==> src/rtl/clb_loader_if.sv <==
// System-bus link between the coefficient loader (master) and the calibration block slave port.
// One strobe per transaction; the slave finishes it with ack and/or err.
interface clb_loader_if #(
    parameter int AW = 32
);
    logic [AW-1:0] bus_addr;
    logic [31:0]   bus_wdata;
    logic          bus_wen;
    logic          bus_ren;
    logic [31:0]   bus_rdata;
    logic          bus_ack;
    logic          bus_err;

    modport master (
        output bus_addr, bus_wdata, bus_wen, bus_ren,
        input  bus_rdata, bus_ack, bus_err
    );

    modport slave (
        input  bus_addr, bus_wdata, bus_wen, bus_ren,
        output bus_rdata, bus_ack, bus_err
    );
endinterface

==> src/rtl/clb_loader.sv <==
// Writes the snapshotted DAC/ADC gain/offset set to the calibration block, then optionally reads it back.
// Two cycles per transaction with a next-cycle ack; waits up to TMO cycles per ack before aborting.
module clb_loader #(
    parameter int          MNG    = 2,
    parameter int          MNO    = 2,
    parameter int          DWG    = 14,
    parameter int          DWO    = 16,
    parameter int          AW     = 32,
    parameter int unsigned BASE   = 0,
    parameter int          TMO    = 255,
    parameter int          VERIFY = 1
) (
    input  logic                 clk,
    input  logic                 rst,
    input  logic                 start,
    input  logic [MNG*DWG-1:0]   cfg_dac_mul,
    input  logic [MNG*DWG-1:0]   cfg_dac_sum,
    input  logic [MNO*DWO-1:0]   cfg_adc_mul,
    input  logic [MNO*DWO-1:0]   cfg_adc_sum,
    output logic                 busy,
    output logic                 done,
    output logic                 fail,
    output logic [1:0]           fail_code,
    output logic [7:0]           fail_idx,
    clb_loader_if.master         bus
);

    localparam int N  = 2 * (MNG + MNO);
    localparam int TW = (TMO > 1) ? $clog2(TMO) : 1;

    localparam logic [2:0] S_IDLE    = 3'd0;
    localparam logic [2:0] S_WR_REQ  = 3'd1;
    localparam logic [2:0] S_WR_WAIT = 3'd2;
    localparam logic [2:0] S_RD_REQ  = 3'd3;
    localparam logic [2:0] S_RD_WAIT = 3'd4;

    logic [2:0]         state_q, state_d;
    logic [7:0]         k_q, k_d;
    logic [TW-1:0]      tmr_q, tmr_d;
    logic               busy_q, busy_d, done_q, done_d, fail_q, fail_d;
    logic [1:0]         code_q, code_d;
    logic [7:0]         idx_q, idx_d;
    logic [AW-1:0]      addr_q, addr_d;
    logic [31:0]        wdata_q, wdata_d;
    logic               wen_q, wen_d, ren_q, ren_d;
    logic [MNG*DWG-1:0] dmul_q, dmul_d, dsum_q, dsum_d;
    logic [MNO*DWO-1:0] amul_q, amul_d, asum_q, asum_d;
    logic               abort;
    logic [1:0]         abort_code;

    function automatic logic [31:0] coef_word(input logic [7:0] k,
                                              input logic [MNG*DWG-1:0] dmul, dsum,
                                              input logic [MNO*DWO-1:0] amul, asum);
        logic [31:0] w;
        w = '0;
        for (int i = 0; i < MNG; i++) begin
            if (k == 8'(2*i))   w = 32'($signed(dmul[i*DWG +: DWG]));
            if (k == 8'(2*i+1)) w = 32'($signed(dsum[i*DWG +: DWG]));
        end
        for (int i = 0; i < MNO; i++) begin
            if (k == 8'(2*MNG+2*i))   w = 32'($signed(amul[i*DWO +: DWO]));
            if (k == 8'(2*MNG+2*i+1)) w = 32'($signed(asum[i*DWO +: DWO]));
        end
        return w;
    endfunction

    always_comb begin
        state_d    = state_q;
        k_d        = k_q;
        tmr_d      = tmr_q;
        busy_d     = busy_q;
        done_d     = done_q;
        fail_d     = fail_q;
        code_d     = code_q;
        idx_d      = idx_q;
        addr_d     = addr_q;
        wdata_d    = wdata_q;
        dmul_d     = dmul_q;
        dsum_d     = dsum_q;
        amul_d     = amul_q;
        asum_d     = asum_q;
        abort      = 1'b0;
        abort_code = 2'd0;

        case (state_q)
            S_IDLE: begin
                if (start) begin
                    dmul_d  = cfg_dac_mul;
                    dsum_d  = cfg_dac_sum;
                    amul_d  = cfg_adc_mul;
                    asum_d  = cfg_adc_sum;
                    k_d     = 8'd0;
                    busy_d  = 1'b1;
                    done_d  = 1'b0;
                    fail_d  = 1'b0;
                    code_d  = 2'd0;
                    state_d = S_WR_REQ;
                end
            end
            S_WR_REQ: begin
                tmr_d   = '0;
                state_d = S_WR_WAIT;
            end
            S_RD_REQ: begin
                tmr_d   = '0;
                state_d = S_RD_WAIT;
            end
            S_WR_WAIT, S_RD_WAIT: begin
                // err outranks both a readback mismatch and a plain ack
                if (bus.bus_err) begin
                    abort      = 1'b1;
                    abort_code = 2'd1;
                end else if (bus.bus_ack) begin
                    if (state_q == S_RD_WAIT && bus.bus_rdata != wdata_q) begin
                        abort      = 1'b1;
                        abort_code = 2'd3;
                    end else if (k_q != 8'(N-1)) begin
                        k_d     = k_q + 8'd1;
                        state_d = (state_q == S_WR_WAIT) ? S_WR_REQ : S_RD_REQ;
                    end else if (state_q == S_WR_WAIT && VERIFY != 0) begin
                        k_d     = 8'd0;
                        state_d = S_RD_REQ;
                    end else begin
                        busy_d  = 1'b0;
                        done_d  = 1'b1;
                        state_d = S_IDLE;
                    end
                end else if (tmr_q == TW'(TMO-1)) begin
                    abort      = 1'b1;
                    abort_code = 2'd2;
                end else begin
                    tmr_d = tmr_q + 1'b1;
                end
            end
            default: state_d = S_IDLE;
        endcase

        if (abort) begin
            busy_d  = 1'b0;
            fail_d  = 1'b1;
            done_d  = 1'b0;
            code_d  = abort_code;
            idx_d   = k_q;
            state_d = S_IDLE;
        end

        // Strobes and bus payload are registered on entry to a REQ state so they line up with it
        wen_d = (state_d == S_WR_REQ);
        ren_d = (state_d == S_RD_REQ);
        if (wen_d || ren_d) begin
            addr_d  = AW'(BASE) + (AW'(k_d) << 2);
            wdata_d = coef_word(k_d, dmul_d, dsum_d, amul_d, asum_d);
        end
    end

    always_ff @(posedge clk) begin
        if (rst) begin
            state_q <= S_IDLE;
            k_q     <= '0;
            tmr_q   <= '0;
            busy_q  <= 1'b0;
            done_q  <= 1'b0;
            fail_q  <= 1'b0;
            code_q  <= '0;
            idx_q   <= '0;
            addr_q  <= '0;
            wdata_q <= '0;
            wen_q   <= 1'b0;
            ren_q   <= 1'b0;
            dmul_q  <= '0;
            dsum_q  <= '0;
            amul_q  <= '0;
            asum_q  <= '0;
        end else begin
            state_q <= state_d;
            k_q     <= k_d;
            tmr_q   <= tmr_d;
            busy_q  <= busy_d;
            done_q  <= done_d;
            fail_q  <= fail_d;
            code_q  <= code_d;
            idx_q   <= idx_d;
            addr_q  <= addr_d;
            wdata_q <= wdata_d;
            wen_q   <= wen_d;
            ren_q   <= ren_d;
            dmul_q  <= dmul_d;
            dsum_q  <= dsum_d;
            amul_q  <= amul_d;
            asum_q  <= asum_d;
        end
    end

    assign busy          = busy_q;
    assign done          = done_q;
    assign fail          = fail_q;
    assign fail_code     = code_q;
    assign fail_idx      = idx_q;
    assign bus.bus_addr  = addr_q;
    assign bus.bus_wdata = wdata_q;
    assign bus.bus_wen   = wen_q;
    assign bus.bus_ren   = ren_q;

endmodule

==> src/flat_wrapper.sv <==
// flat-port wrapper written by rule: the top's interface ports become plain ports
module clb_loader_flat 
#(
    parameter int          MNG    = 2,
    parameter int          MNO    = 2,
    parameter int          DWG    = 14,
    parameter int          DWO    = 16,
    parameter int          AW     = 32,
    parameter int unsigned BASE   = 0,
    parameter int          TMO    = 255,
    parameter int          VERIFY = 1
)
  (clk, rst, start, cfg_dac_mul, cfg_dac_sum, cfg_adc_mul, cfg_adc_sum, busy, done, fail, fail_code, fail_idx, bus_bus_addr, bus_bus_wdata, bus_bus_wen, bus_bus_ren, bus_bus_rdata, bus_bus_ack, bus_bus_err);
  clb_loader_if #(.AW(AW)) bus_i ();
  input  logic clk;
  input  logic rst;
  input  logic start;
  input  logic [MNG*DWG-1:0] cfg_dac_mul;
  input  logic [MNG*DWG-1:0] cfg_dac_sum;
  input  logic [MNO*DWO-1:0] cfg_adc_mul;
  input  logic [MNO*DWO-1:0] cfg_adc_sum;
  output logic busy;
  output logic done;
  output logic fail;
  output logic [1:0] fail_code;
  output logic [7:0] fail_idx;
  output wire logic [$bits(bus_i.bus_addr)-1:0] bus_bus_addr;
  output wire logic [$bits(bus_i.bus_wdata)-1:0] bus_bus_wdata;
  output wire logic [$bits(bus_i.bus_wen)-1:0] bus_bus_wen;
  output wire logic [$bits(bus_i.bus_ren)-1:0] bus_bus_ren;
  input wire logic [$bits(bus_i.bus_rdata)-1:0] bus_bus_rdata;
  input wire logic [$bits(bus_i.bus_ack)-1:0] bus_bus_ack;
  input wire logic [$bits(bus_i.bus_err)-1:0] bus_bus_err;
  assign bus_bus_addr = bus_i.bus_addr;
  assign bus_bus_wdata = bus_i.bus_wdata;
  assign bus_bus_wen = bus_i.bus_wen;
  assign bus_bus_ren = bus_i.bus_ren;
  assign bus_i.bus_rdata = bus_bus_rdata;
  assign bus_i.bus_ack = bus_bus_ack;
  assign bus_i.bus_err = bus_bus_err;
  clb_loader #(.MNG(MNG), .MNO(MNO), .DWG(DWG), .DWO(DWO), .AW(AW), .BASE(BASE), .TMO(TMO), .VERIFY(VERIFY)) u_core (.clk(clk), .rst(rst), .start(start), .cfg_dac_mul(cfg_dac_mul), .cfg_dac_sum(cfg_dac_sum), .cfg_adc_mul(cfg_adc_mul), .cfg_adc_sum(cfg_adc_sum), .busy(busy), .done(done), .fail(fail), .fail_code(fail_code), .fail_idx(fail_idx), .bus(bus_i));
endmodule
==> config.mk <==
export PLATFORM = sky130hd
export DESIGN_NAME = clb_loader_flat
export DESIGN_NICKNAME = d
export VERILOG_FILES = /design/src/rtl/clb_loader_if.sv /design/src/rtl/clb_loader.sv /design/src/flat_wrapper.sv
export SDC_FILE = /design/constraint.sdc
export NUM_CORES = 1
export LEC_CHECK = 0
export CAP_MARGIN = 20
export CORE_MARGIN = 5
export CORE_UTILIZATION = 44
export CTS_CLUSTER_DIAMETER = 30
export DETAILED_ROUTE_END_ITERATION = 10
export GPL_TIMING_DRIVEN = 0
export PLACE_DENSITY = 0.74
export SKIP_LAST_GASP = 1
export SLEW_MARGIN = 20
export SYNTH_ARGS = -nofsm -noshare
export SYNTH_HDL_FRONTEND = slang
export SYNTH_SLANG_ARGS = --single-unit
==> constraint.sdc <==
create_clock -name clk -period 3.5 [get_ports clk]
set_clock_uncertainty 0.1 [all_clocks]
set_input_delay 0.525 -clock clk [delete_from_list [all_inputs] [get_ports clk]]
set_output_delay 0.525 -clock clk [all_outputs]
set_load 0.01 [all_outputs]
# After elaboration in Yosys (flattened, before gate mapping)
# Cells that the tools add are included.
dict set report word_totals {
  regBits 194
  in_bits 157
  out_inout_bits 79
  elab_cells 121
}
dict set report op_classes {
  n_addsub 2
  n_eq_ne 24
  mux 65
  n_reduce_logical 14
}
# cell count
set ops {}
lappend ops {{32-bit two-way mux} 12}
lappend ops {{28-bit two-way mux} 4}
lappend ops {{8-bit two-way mux} 9}
lappend ops {{8-bit by 3-bit == test with 1-bit output (second input constant)} 4}
lappend ops {{32-bit != test} 1}
lappend ops {{8-bit case mux with 2 select lines} 2}
lappend ops {{2-bit two-way mux} 10}
lappend ops {{1-bit two-way mux} 19}
lappend ops {{3-bit two-way mux} 6}
lappend ops {{8-bit by 1-bit adder with 8-bit output (second input constant)} 2}
lappend ops {{8-bit by 2-bit == test with 1-bit output (second input constant)} 2}
lappend ops {{2-bit != test (second input constant)} 8}
lappend ops {{3-bit case mux with 4 select lines} 1}
lappend ops {{3-bit by 2-bit == test with 1-bit output (second input constant)} 3}
lappend ops {{8-bit by 1-bit == test with 1-bit output (second input constant)} 1}
lappend ops {{8-bit == test (second input constant)} 1}
lappend ops {{8-bit logical NOT} 1}
lappend ops {{8-bit by 3-bit != test with 1-bit output (second input constant)} 1}
lappend ops {{2-bit nonzero test} 4}
lappend ops {{7-bit AND reduction} 1}
lappend ops {{3-bit by 1-bit == test with 1-bit output (second input constant)} 2}
lappend ops {{2-bit OR reduction} 3}
lappend ops {{1-bit case mux with 2 select lines} 2}
lappend ops {{4-bit AND reduction} 1}
lappend ops {{5 further kinds} 5}

# Depth between registers and ports, before layout
dict set report logic_depth {
  depth_word 16
  ltp_mapped 15
  mapped_depth_nobuf 13
}

# Worst setup path before layout
# OpenSTA, ideal clock, no wires.
dict set report synth_timing {
  kind {input to register}
  start {input bus_bus_rdata[18]}
  end {register u_core.wdata_q[10] (netlist: u_core.bus.bus_wdata[10])}
  setup_time_ns 0.117
  arrival_ns 3.164
  required_time_ns 3.283
  slack_ns 0.119
  stages 13
  path_buffers 2
  cell_sequence {or4_1 -> nor4_1 -> o22a_2 -> and2_1 -> buf_4 -> o21ai_2 -> o41a_1 -> nand4b_4 -> nor2_2 -> a21o_1 -> buf_4 -> o21ai_1 -> a22o_1}
}
dict set report synth_via {
  elab_chain_cells 15
  elab_cells_between_ends 34
  cone_classes {10 x eq/ne; 21 x mux; 3 x reduce/logical}
}
# item line
set synth_lines {}
lappend synth_lines {{start: declaration} flat_wrapper.sv:31} ;# input wire logic [$bits(bus_i.bus_rdata)-1:0] bus_bus_rdata;
lappend synth_lines {{32-bit != test (*)} clb_loader.sv:114} ;# if (state_q == S_RD_WAIT && bus.bus_rdata != wdata_q) begin
lappend synth_lines {{1-bit logical AND (*)} clb_loader.sv:114}
lappend synth_lines {{8-bit two-way mux} clb_loader.sv:114}
lappend synth_lines {{8-bit two-way mux} clb_loader.sv:113} ;# end else if (bus.bus_ack) begin
lappend synth_lines {{8-bit two-way mux} clb_loader.sv:110} ;# if (bus.bus_err) begin
lappend synth_lines {{8-bit case mux with 2 select lines} clb_loader.sv:85} ;# case (state_q)
lappend synth_lines {{8-bit logical NOT} clb_loader.sv:57} ;# if (k == 8'(2*i)) w = 32'($signed(dmul[i*DWG +: DWG]));
lappend synth_lines {{32-bit two-way mux} clb_loader.sv:57}
lappend synth_lines {{32-bit two-way mux} clb_loader.sv:58} ;# if (k == 8'(2*i+1)) w = 32'($signed(dsum[i*DWG +: DWG]));
lappend synth_lines {{32-bit two-way mux} clb_loader.sv:57}
lappend synth_lines {{32-bit two-way mux} clb_loader.sv:58}
lappend synth_lines {{32-bit two-way mux} clb_loader.sv:61} ;# if (k == 8'(2*MNG+2*i)) w = 32'($signed(amul[i*DWO +: DWO]));
lappend synth_lines {{32-bit two-way mux} clb_loader.sv:62} ;# if (k == 8'(2*MNG+2*i+1)) w = 32'($signed(asum[i*DWO +: DWO]));
lappend synth_lines {{32-bit two-way mux} clb_loader.sv:61}
lappend synth_lines {{32-bit two-way mux} clb_loader.sv:62}
lappend synth_lines {{end signal: assignment} clb_loader.sv:184} ;# wdata_q <= wdata_d;
lappend synth_lines {{end: declaration} clb_loader.sv:44} ;# logic [31:0] wdata_q, wdata_d;
# Every way passes the cells marked *; elsewhere a longest branch is shown, timed or not.
# A chain may end at the register's enable or synchronous reset.

# Final worst setup path
dict set report layout_timing {
  start {input bus_bus_rdata[27]}
  end {register u_core.wdata_q[13] (netlist: u_core.bus.bus_wdata[13])}
}
# The elaborated chain is that of the path after synthesis.

==> impl_metrics.json <==
{
  "status": "finished, final reports clean",
  "globalplace.congestion": 0.942,
  "die_h_um": 151,
  "crit_slowest_cell": "or4_4",
  "cts_buffers": 17,
  "synth_top_area_frac": 0.405,
  "synth_edf_count": 0,
  "ctsHoldBuffers": 0,
  "worst-path-buf-inv": 5,
  "async_flop_share": 0,
  "finalNetCount": 1545,
  "grt_busiest_layer": "met2",
  "synth_ff_type": "dfxtp_1",
  "path_class": "input port to flop",
  "crit_top_cell": "buf_6",
  "clock-sinks": 178,
  "grt_pass1_wl_mm": 45.9,
  "path_cells": "dlygate4sd2_1, or4_4, nor4_4, o22a_2, buf_6, a21oi_4, o311a_4, a211oi_4, buf_4, buf_6, nand4b_4, nor3_4, buf_12, a21oi_1, a32oi_1, nand2_1",
  "hpwl_mm": 22.3,
  "worstMarginPinSlew_ps": 857,
  "ant_nets": 0,
  "period_share": 0.980,
  "synth_cell_type_count": 67,
  "hp-class": "flop to flop",
  "avgRoutedWirePerCell_um": 18.7,
  "clkTransAtPathRegs_ps": 70,
  "p_leak_nw": 5.37,
  "use_met3": 0.0509,
  "cp.arrival_ps": 3660,
  "grt_use_met1": 0.335,
  "first_pass_iters": 5,
  "dieArea_um2": 22900,
  "coreArea_um2": 19600,
  "yosysWarnings": 0,
  "path_max_fanout": 7,
  "totalPowerFinal_mw": 5.63,
  "ys_top_cells_by_area": "dfxtp_1 (40%), nand2_1 (9.8%), a21oi_1 (8.2%)",
  "slew_headroom": 0.423,
  "dieWidth_um": 151,
  "port_buffers": 211,
  "initial_core_util": 0.449,
  "drv_cap": 0,
  "final_layout_size_suffix_gt1_frac": 0.179,
  "grt_util_met2": 0.416,
  "final.fill_count": 1644,
  "vias": 9110,
  "startpoint_type": "input port",
  "irDropWorstVdd_uv": 325,
  "grt_overflow_total": 0,
  "cts_tree": "built",
  "required_ps": 3730,
  "cpPeakStageDelay_ps": 530,
  "yosysTopAreaCell": "dfxtp_1",
  "synth_seq_cells": 178,
  "hold_viol": 0,
  "drt_iter0_markers": 910,
  "avgSynthCellArea_um2": 8.06,
  "preCtsSetupSlack_ps": -1220,
  "crit_family": "compound AO/OA/AOI/OAI gates",
  "clk_latency_ps": 440,
  "vias_per_cell": 5.48,
  "synthCells": 1092,
  "drc": 0,
  "boundaryPins": 236,
  "grt_max_degree": 24,
  "setup_viol": 0,
  "grt_pass1_vias": 8561,
  "clock_path_buffers": 2,
  "layout_min_cycle_time_ps": 3430,
  "ctsRootBufferMaster": "clkbuf_16",
  "syn_area_um2": 8800,
  "slew_violations": 0,
  "fmaxAchievable_ghz": 0.292,
  "wl_mm": 31.1,
  "rows": 51,
  "antenna_found_initial": 1,
  "htreeDepth": 4,
  "syn_to_final_growth_pct": 45.6,
  "grtUsageTotal": 0.257,
  "setup_ws_ps": 71.7,
  "cellPowerDensity_nw_per_um2": 439,
  "critPathCaptureType": "flop",
  "synth_seq_area_share": 0.405
}
area by class of cell:
| cell class | count | area, um^2 | share of cell area |
|---|---|---|---|
| buffer | 117 | 702 | 0.0547 |
| multi-input combinational | 811 | 5060 | 0.395 |
| inverter | 7 | 26.3 | 0.00205 |
| sequential | 178 | 3570 | 0.279 |
| timing repair buffer | 252 | 2530 | 0.198 |
| clock inverter | 11 | 128 | 0.00995 |
| clock buffer | 21 | 460 | 0.0359 |
| tap | 265 | 332 | 0.0259 |
| antenna | 1 | 2.50 | 0.000195 |
cell families after synthesis:
family | share of synthesized area
and+or+nand+nor | 0.203
AOI/OAI and AO/OA | 0.214
DFF | 0.405
buffers and inverters | 0.0747
muxes | 0.0767
xor gates and xnor gates | 0.0209
adders and majority gates | 0.00568
other | 0.000426
sequential cells by signal (all words and copies together) (netlist names), 2 cells and up:
register,cells
u_core.amul_q,32
u_core.tmr_q,8
u_core.k_q,8
u_core.asum_q,32
u_core.dsum_q,28
u_core.fail_idx,8
u_core.dmul_q,28
u_core.bus.bus_addr,8
u_core.bus.bus_wdata,16
u_core.fail_code,2
u_core.state_q,3
through the flow:
step	TNS (ps)	area (um^2)	hold slack [ps]	cells	util
after floorplan	0	8890	332	1115	-
final	0	12800	357	1663	0.655
after CTS	-894	12500	356	1651	0.637
after global routing	-32.5	12800	371	1663	0.655
after global placement	-74220	11300	341	1591	0.579
after detailed placement	-81740	11300	347	1591	0.579
what timing repair did:
item,CTS,global route
endpoints found under the setup margin,105,85
pin swaps,27,26
resized for setup,82,76
gates cloned,2,1
buffers inserted,26,12
layer usage:
| metal | vias up | routed length, um |
|---|---|---|
| li1 | 4346 | - |
| met1 | 4234 | 12800 |
| met2 | 448 | 14500 |
| met3 | 82 | 2630 |
| met4 | 0 | 1190 |
| met5 | - | 0 |
cell usage after synthesis (2+ instances only):
| cell | count |
|---|---|
| nand3_1 | 7 |
| xor2_1 | 5 |
| a31o_2 | 26 |
| a22o_1 | 13 |
| nand3b_1 | 3 |
| mux2_2 | 4 |
| a21oi_1 | 144 |
| nand2_1 | 230 |
| nor3_1 | 9 |
| a21o_1 | 3 |
| clkbuf_1 | 59 |
| xnor2_1 | 16 |
| mux2i_1 | 63 |
| a31oi_1 | 2 |
| a41oi_1 | 2 |
| nor3_4 | 3 |
| nor4_1 | 5 |
| nor3b_1 | 2 |
| a22oi_1 | 16 |
| buf_2 | 7 |
| o21ai_0 | 38 |
| dfxtp_1 | 178 |
| o22ai_1 | 14 |
| inv_1 | 7 |
| o21ai_1 | 13 |
| buf_1 | 7 |
| nor2_1 | 81 |
| o41ai_1 | 2 |
| and3_1 | 2 |
| or3_1 | 6 |
| a211oi_1 | 10 |
| nand3_2 | 2 |
| and2_1 | 5 |
| buf_4 | 45 |
| nand4_1 | 12 |
| nor2b_1 | 4 |
| ha_1 | 4 |
| nand2b_1 | 10 |
| or4_1 | 2 |
| a32oi_1 | 4 |
placed cells by master, fill, tap and decap left out, types with 7 or more instances in the layout:
cell             instances
a211oi_1                10
a21oi_1                139
a22o_1                  13
a22oi_2                 11
a31o_2                  26
buf_2                    7
buf_4                   71
buf_6                   10
clkbuf_1                46
clkbuf_16               17
clkbuf_2                15
clkdlybuf4s50_1        186
conb_1                  24
dfxtp_1                175
dlymetal6s2s_1          20
mux2i_1                 63
nand2_1                229
nand2b_1                 9
nand3_1                  7
nand4_1                 12
nor2_1                  80
o21ai_0                 34
o22ai_1                 13
xnor2_1                 14
report_power, final:
part	leakage (nW)	internal (mW)	switching [mW]	total [mW]
clock	0.280	1.10	0.854	1.95
sequential	1.46	2.18	0.102	2.29
combinational	3.63	0.646	0.752	1.40
worst paths after layout:
path | startpoint | to | slack (ps) | cells after the start
max | bus_bus_rdata[27] | u_core.bus.bus_wdata[13] | 70 | 16
min | u_core.dmul_q[11] | u_core.dmul_q[11] | 360 | 2
max reg2reg | u_core.bus.bus_wdata[30] | u_core.bus.bus_wdata[13] | 80 | 15
min reg2reg | u_core.dmul_q[11] | u_core.dmul_q[11] | 360 | 2
tightest hold or removal path: cells and delay by family, from the launching register on:
family             cells  cell delay, ps
DFF                    1             310
and+or+nand+nor        1              50
AOI/OAI and AO/OA      1              50
Note: power is estimated with default switching activity, not from simulation.
